**src/rtl/fpu_pkg.sv**
```systemverilog
// fpu_pkg: shared constants for the FP issue unit and its register file.
//   - FC_* : FPU opcode encodings driven on fc
//   - NREG / REG_W / DATA_W : register file geometry
//   - tag_match : helper comparing an in-flight destination tag to a source
package fpu_pkg;

  localparam int NREG   = 32;
  localparam int REG_W  = 5;
  localparam int DATA_W = 32;

  localparam logic [2:0] FC_ADD  = 3'b000;
  localparam logic [2:0] FC_SUB  = 3'b001;
  localparam logic [2:0] FC_MUL  = 3'b010;
  localparam logic [2:0] FC_ITOF = 3'b011;
  localparam logic [2:0] FC_DIV  = 3'b100;
  localparam logic [2:0] FC_FTOI = 3'b101;
  localparam logic [2:0] FC_SQRT = 3'b110;

  // True when a valid in-flight tag names register r.
  function automatic logic tag_match(input logic             v,
                                     input logic [REG_W-1:0] n,
                                     input logic [REG_W-1:0] r);
    return v && (n == r);
  endfunction

endpackage

```
**src/rtl/fpu_regfile.sv**
```systemverilog
// fpu_regfile: 32 x 32-bit FP register file.
//   clk, clr          : clock, asynchronous active-high clear (all entries -> 0)
//   i_we/i_waddr/i_wdata : single synchronous write port
//   i_raddr_a/o_rdata_a, i_raddr_b/o_rdata_b : two combinational read ports
// No hardwired zero register; read ports return the stored value only, the
// write-through bypass lives in the issue unit's forwarding mux.
module fpu_regfile
  import fpu_pkg::*;
(
  input  logic              clk,
  input  logic              clr,
  input  logic              i_we,
  input  logic [REG_W-1:0]  i_waddr,
  input  logic [DATA_W-1:0] i_wdata,
  input  logic [REG_W-1:0]  i_raddr_a,
  input  logic [REG_W-1:0]  i_raddr_b,
  output logic [DATA_W-1:0] o_rdata_a,
  output logic [DATA_W-1:0] o_rdata_b
);

  logic [DATA_W-1:0] r_mem [NREG];

  always_ff @(posedge clk or posedge clr) begin
    if (clr) begin
      for (int i = 0; i < NREG; i++) r_mem[i] <= '0;
    end else if (i_we) begin
      r_mem[i_waddr] <= i_wdata;
    end
  end

  assign o_rdata_a = r_mem[i_raddr_a];
  assign o_rdata_b = r_mem[i_raddr_b];

endmodule

```
**src/rtl/fpu_issue_unit.sv**
```systemverilog
// fpu_issue_unit: ID-stage companion of the pipelined FPU.
//   Owns the FP register file, forwards operands (E3 result, then write-back,
//   then register file), detects RAW hazards against E1/E2 producers, turns
//   hazard / invalid slots into bubbles and keeps two saturating counters.
// Ports:
//   clk, clr                     : clock, async active-high reset
//   dec_*                        : decoded FP instruction in ID
//   flush, ein1, st_ds           : E1 cancel, memory-stall enable, div/sqrt stall
//   e1n/e1w .. e3n/e3w, ed       : in-flight destination tags and E3 result
//   wd/wn/ww                     : write-back port
//   a, b, fc, wf, fd, ein2       : issue-side inputs of the FPU
//   stall_id                     : hold PC/IF/ID
//   cnt_stall, cnt_issue         : saturating performance counters
module fpu_issue_unit
  import fpu_pkg::*;
#(
  parameter int CNT_W = 16
)(
  input  logic              clk,
  input  logic              clr,
  input  logic              dec_valid,
  input  logic [2:0]        dec_fc,
  input  logic              dec_wf,
  input  logic [REG_W-1:0]  dec_fd,
  input  logic [REG_W-1:0]  dec_fs,
  input  logic [REG_W-1:0]  dec_ft,
  input  logic              dec_use_fs,
  input  logic              dec_use_ft,
  input  logic              flush,
  input  logic              ein1,
  input  logic              st_ds,
  input  logic [REG_W-1:0]  e1n,
  input  logic [REG_W-1:0]  e2n,
  input  logic [REG_W-1:0]  e3n,
  input  logic              e1w,
  input  logic              e2w,
  input  logic              e3w,
  input  logic [DATA_W-1:0] ed,
  input  logic [DATA_W-1:0] wd,
  input  logic [REG_W-1:0]  wn,
  input  logic              ww,
  output logic [DATA_W-1:0] a,
  output logic [DATA_W-1:0] b,
  output logic [2:0]        fc,
  output logic              wf,
  output logic [REG_W-1:0]  fd,
  output logic              ein2,
  output logic              stall_id,
  output logic [CNT_W-1:0]  cnt_stall,
  output logic [CNT_W-1:0]  cnt_issue
);

  logic [DATA_W-1:0] w_rf_a;
  logic [DATA_W-1:0] w_rf_b;
  logic              w_raw_fs;
  logic              w_raw_ft;
  logic              w_raw;
  logic              w_bubble;
  logic              w_advance;
  logic [CNT_W-1:0]  r_cnt_stall;
  logic [CNT_W-1:0]  r_cnt_issue;

  localparam logic [CNT_W-1:0] CNT_ONE = {{(CNT_W-1){1'b0}}, 1'b1};

  fpu_regfile u_regfile (
    .clk       (clk),
    .clr       (clr),
    .i_we      (ww),
    .i_waddr   (wn),
    .i_wdata   (wd),
    .i_raddr_a (dec_fs),
    .i_raddr_b (dec_ft),
    .o_rdata_a (w_rf_a),
    .o_rdata_b (w_rf_b)
  );

  // E3 is younger than the write-back slot, so it wins when both match.
  always_comb begin
    a = w_rf_a;
    if (tag_match(e3w, e3n, dec_fs))     a = ed;
    else if (tag_match(ww, wn, dec_fs))  a = wd;

    b = w_rf_b;
    if (tag_match(e3w, e3n, dec_ft))     b = ed;
    else if (tag_match(ww, wn, dec_ft))  b = wd;
  end

  // E1/E2 results are not yet available anywhere, so a match there stalls
  // regardless of any older E3/WB match on the same register.
  assign w_raw_fs = dec_use_fs &
                    (tag_match(e1w, e1n, dec_fs) | tag_match(e2w, e2n, dec_fs));
  assign w_raw_ft = dec_use_ft &
                    (tag_match(e1w, e1n, dec_ft) | tag_match(e2w, e2n, dec_ft));
  assign w_raw    = dec_valid & (w_raw_fs | w_raw_ft);

  assign stall_id = w_raw | st_ds | ~ein1;
  assign ein2     = ~flush;

  // Bubble forces fc to add so a held fdiv/fsqrt cannot re-launch its unit.
  assign w_bubble = w_raw | ~dec_valid;
  assign fc       = w_bubble ? FC_ADD : dec_fc;
  assign wf       = w_bubble ? 1'b0   : dec_wf;
  assign fd       = w_bubble ? '0     : dec_fd;

  // The pipeline only moves when neither the cache nor the divider holds it.
  assign w_advance = ein1 & ~st_ds;

  always_ff @(posedge clk or posedge clr) begin
    if (clr) begin
      r_cnt_stall <= '0;
      r_cnt_issue <= '0;
    end else begin
      if (w_advance && w_raw && (r_cnt_stall != '1))
        r_cnt_stall <= r_cnt_stall + CNT_ONE;
      if (w_advance && dec_valid && !w_raw && (r_cnt_issue != '1))
        r_cnt_issue <= r_cnt_issue + CNT_ONE;
    end
  end

  assign cnt_stall = r_cnt_stall;
  assign cnt_issue = r_cnt_issue;

endmodule

```
**config.mk**
```make
export PLATFORM = sky130hd
export DESIGN_NAME = fpu_issue_unit
export DESIGN_NICKNAME = d
export VERILOG_FILES = /design/src/rtl/fpu_pkg.sv /design/src/rtl/fpu_regfile.sv /design/src/rtl/fpu_issue_unit.sv
export SDC_FILE = /design/constraint.sdc
export NUM_CORES = 2
export LEC_CHECK = 0
export BUFFER_PORTS_ARGS = -buffer_cell sky130_fd_sc_hd__buf_2
export CORE_UTILIZATION = 68
export DETAILED_ROUTE_END_ITERATION = 7
export GPL_ROUTABILITY_DRIVEN = 0
export PLACE_DENSITY = 0.87
export SYNTH_ARGS = -nofsm -noshare
export SYNTH_HDL_FRONTEND = slang
export SYNTH_SLANG_ARGS = --single-unit
```
**constraint.sdc**
```tcl
create_clock -name clk -period 57 [get_ports clk]
set_input_delay 2.85 -clock clk [delete_from_list [all_inputs] [get_ports clk]]
set_output_delay 2.85 -clock clk [all_outputs]
set_load 0.01 [all_outputs]
```
==> results by group <==
Route
  – Routed Antenna Nets: 0
  – Total length of routed wires: 177000 um
  – Vias per Instance: 7.97
  – Routed wirelength normalized by instance count: 35.9 um
  – Iter 0 DRT Violations: 4910
  – Number of search-and-repair iterations in the first detailed-routing pass: 5
  – Via count: 39200
  – DRC violation count after routing: 0

Timing
  – Setup tns final: 0 ns
  – Setup Skew: 0.00866 ns
  – Setup repair after global routing missed its margin: no
  – Count of pins over their slew limit: 8
  – Worst Tran Pin Value: 1.57 ns
  – Final Critical Period: 9.96 ns
  – Hold Violations, Final: 0
  – Worst setup margin: 47.04 ns
  – Remaining max-slew budget at the tightest pin: -0.0510
  – Final setup fails: 0
  – Peak clock frequency supported by timing: 100 MHz
  – Final worst path period share: 0.175

GRT
  – Total overflow reported by the global router: 0
  – First-pass GRT wire length: 262000 um
  – Largest net degree at the start of global routing: 161
  – Antenna violations before repair: 6
  – All-Layer GR Usage: 0.423
  – Number of global-route vias before repair: 40100

Place
  – Dpl ws: 47.20 ns
  – Number of placed cells counting well taps: 4717
  – HPWL reported at the end of detailed placement: 98300 um
  – Area after DPL: 58400 sq um
  – Port Buffer Count: 221

Synth
  – Number of warnings reported in the yosys synthesis log: 0
  – Post-synth net total: 3855
  – Cell variety after synth: 49
  – Commonest register cell after synthesis: sky130_fd_sc_hd__dfrtp_1
  – Fraction of registers with async set/reset: 1.00
  – Post-Synthesis Cells: 3738
  – Avg Synthesized Cell Area: 15.2 sq um
  – Sequential element share of the synthesized area: 0.464
  – Number of synthesized flops with an enable pin: 0
  – Flip-flop and latch count after synthesis: 1056
  – Summed instance area of the synthesized netlist: 57000 sq um

Clock tree
  – Number of H-tree levels: 3
  – Number of buffers created by CTS: 109
  – CTS clock-pin slew for the worst setup and hold paths: 0.06 ns
  – Gates resized, CTS repair: 0
  – Clock network latency to the later pin of the worst-skew pair: 0.68 ns
  – Number of post-CTS setup repair buffers: 0
  – Deepest clock path buffer count: 3
  – TritonCTS clock tree: built
  – Cts-stage hold buffer count: 0
  – Root buffer cell: sky130_fd_sc_hd__clkbuf_16
  – Clk sink count: 1056

Die
  – IO Count: 222
  – Number of placement rows: 105
  – Floorplan Core Area: 82500 sq um
  – Width of the die: 291 um
  – Initial standard-cell utilization of the core: 0.690
  – Die Outline Area: 84900 sq um
  – Vertical die dimension: 291 um

Critical path
  – Worst endpoint data arrival time: 7.11 ns
  – Setup Crit Path Kind: primary input to output pin
  – Max FO, Critical Path: 50
  – Required time of the critical path: 54.15 ns
  – Kind of start point of the critical path: primary input
  – Kind of capture point of the worst setup path: output pin

Finish
  – Layout cells sized above 1: 0.542
  – Most frequent standard cell in the layout excluding fill and tap cells: sky130_fd_sc_hd__dfrtp_1
  – Area of all placed cells without fillers: 62400 sq um
  – Most frequent cells in the layout: sky130_fd_sc_hd__dfrtp_1, sky130_fd_sc_hd__mux2_2, sky130_fd_sc_hd__mux4_2, sky130_fd_sc_hd__buf_2, sky130_fd_sc_hd__clkbuf_16
  – Fillcell total: 4652
  – Post-synthesis to final-layout area growth: 9.51%
  – Nets: 3875
  – Area of the multi-input gates: 28800 sq um
  – Non-filler instance count after layout: 4923
  – Register area: 26400 sq um

Outcome
  – Run status: finished, violations left
  – Violations in the final reports: capacitance limit, slew limit

Power and ir drop
  – Leakage: 27.2 nW
  – Peak ir drop on the vdd network: 35.2 uV
  – Power density over the cells: 36.3 nW/um^2

Flow run
  – Max cap viols: 1

Worst hold path
  – Path type of the worst min-delay path: flop to flop
[area by class of cell]
cell class,count,area share
clock buffer,155,0.0510
tap,1070,0.0215
clock inverter,47,0.0125
multi-input combinational,2278,0.461
inverter,2,0.000241
timing repair buffer,311,0.0297
sequential,1056,0.424
antenna,4,0.000160
[sequential cells by signal (all words and copies together) (netlist names)]
name / cells
cnt_stall: 16
u_regfile.r_mem: 1024
cnt_issue: 16
[stage by stage]
stage | total power [W] | util | hold WS [ns]
after floorplan | 0.00134 | - | 0.470
after global placement | 0.00143 | 0.708 | 0.472
after detailed placement | 0.00147 | 0.708 | 0.478
after CTS | 0.00225 | 0.756 | 0.489
after global routing | 0.00233 | 0.756 | 0.511
final | 0.00226 | 0.756 | 0.486
[cells in the mapped netlist, drive strengths merged (2+ instances only)]
| master | n | area (sq um) |
|---|---|---|
| dfrtp | 1056 | 26400 |
| mux2 | 1032 | 11600 |
| mux4 | 511 | 11500 |
| buf | 229 | 1330 |
| clkbuf | 173 | 657 |
| o22ai | 89 | 563 |
| mux2i | 85 | 851 |
| a22o | 65 | 569 |
| nor4 | 57 | 357 |
| a22oi | 56 | 420 |
| nand2 | 45 | 169 |
| a221o | 44 | 440 |
| xnor2 | 40 | 350 |
| nand3 | 37 | 185 |
| xor2 | 30 | 263 |
| nor2 | 26 | 97.6 |
| and3 | 23 | 144 |
| a221oi | 20 | 200 |
| or3 | 15 | 93.8 |
| nand2b | 14 | 87.6 |
| nand4 | 13 | 81.3 |
| nor3 | 11 | 55.1 |
| nor2b | 9 | 56.3 |
| a211o | 8 | 70.1 |
| o211ai | 8 | 60.1 |
| nand3b | 7 | 56.3 |
| a21oi | 5 | 25.0 |
| and2 | 5 | 31.3 |
| nor3b | 5 | 37.5 |
| and4 | 4 | 35.0 |
| o32ai | 3 | 26.3 |
| and3b | 2 | 17.5 |
| ha | 2 | 25.0 |
| inv | 2 | 7.51 |
| o21ai | 2 | 10.0 |
[cells by family after synthesis]
kind of cell    count (synthesis)  share of synthesized area
xor+xnor                       70                     0.0108
flops                        1056                      0.464
mux                          1628                      0.421
compound gates                303                     0.0423
simple gates                  275                     0.0267
buf+inv                       404                     0.0350
fa+ha+maj                       2                   0.000439
[critical path, cell delays in order]
cell and delay [ns]:
sky130_fd_sc_hd__buf_8 0.45, sky130_fd_sc_hd__buf_4 0.76, sky130_fd_sc_hd__buf_4 0.82, sky130_fd_sc_hd__mux4_2 0.38, sky130_fd_sc_hd__mux2i_1 0.07, sky130_fd_sc_hd__a22o_1 0.26
sky130_fd_sc_hd__nor4_1 0.99, sky130_fd_sc_hd__a221o_1 0.22, sky130_fd_sc_hd__buf_2 0.13
[report_power, final]
part / internal (W) / switching, W
clock network: 0.000478 / 0.000311
registers: 0.000894 / 0.000115
logic: 0.000276 / 0.000190
total: 0.00165 / 0.000616
[path summary, 6_finish.rpt]
kind	from	to	slack [ns]	cells past startpoint
worst max-delay path	dec_fs[0]	a[5]	47.04	9
worst max register to register	cnt_issue[0]$_DFFE_PP0P_	cnt_issue[13]$_DFFE_PP0P_	54.59	7
worst min register to register	cnt_issue[15]$_DFFE_PP0P_	cnt_issue[15]$_DFFE_PP0P_	0.49	1
min in group asynchronous	clr	u_regfile.r_mem[846]$_DFFE_PP0P_	2.31	2
max in group asynchronous	clr	u_regfile.r_mem[950]$_DFFE_PP0P_	51.46	5
worst min-delay path	cnt_issue[15]$_DFFE_PP0P_	cnt_issue[15]$_DFFE_PP0P_	0.49	1
[layer usage]
layer / track usage / share of wire / up-vias
met1: 0.562 / 0.35 / 20500
met4: 0.246 / 0.068 / 10
met3: 0.151 / 0.14 / 841
met2: 0.606 / 0.44 / 3119
li1: - / - / 14700
met5: 0.00681 / 0.00076 / -
Note: power is estimated with default switching activity, not from simulation.
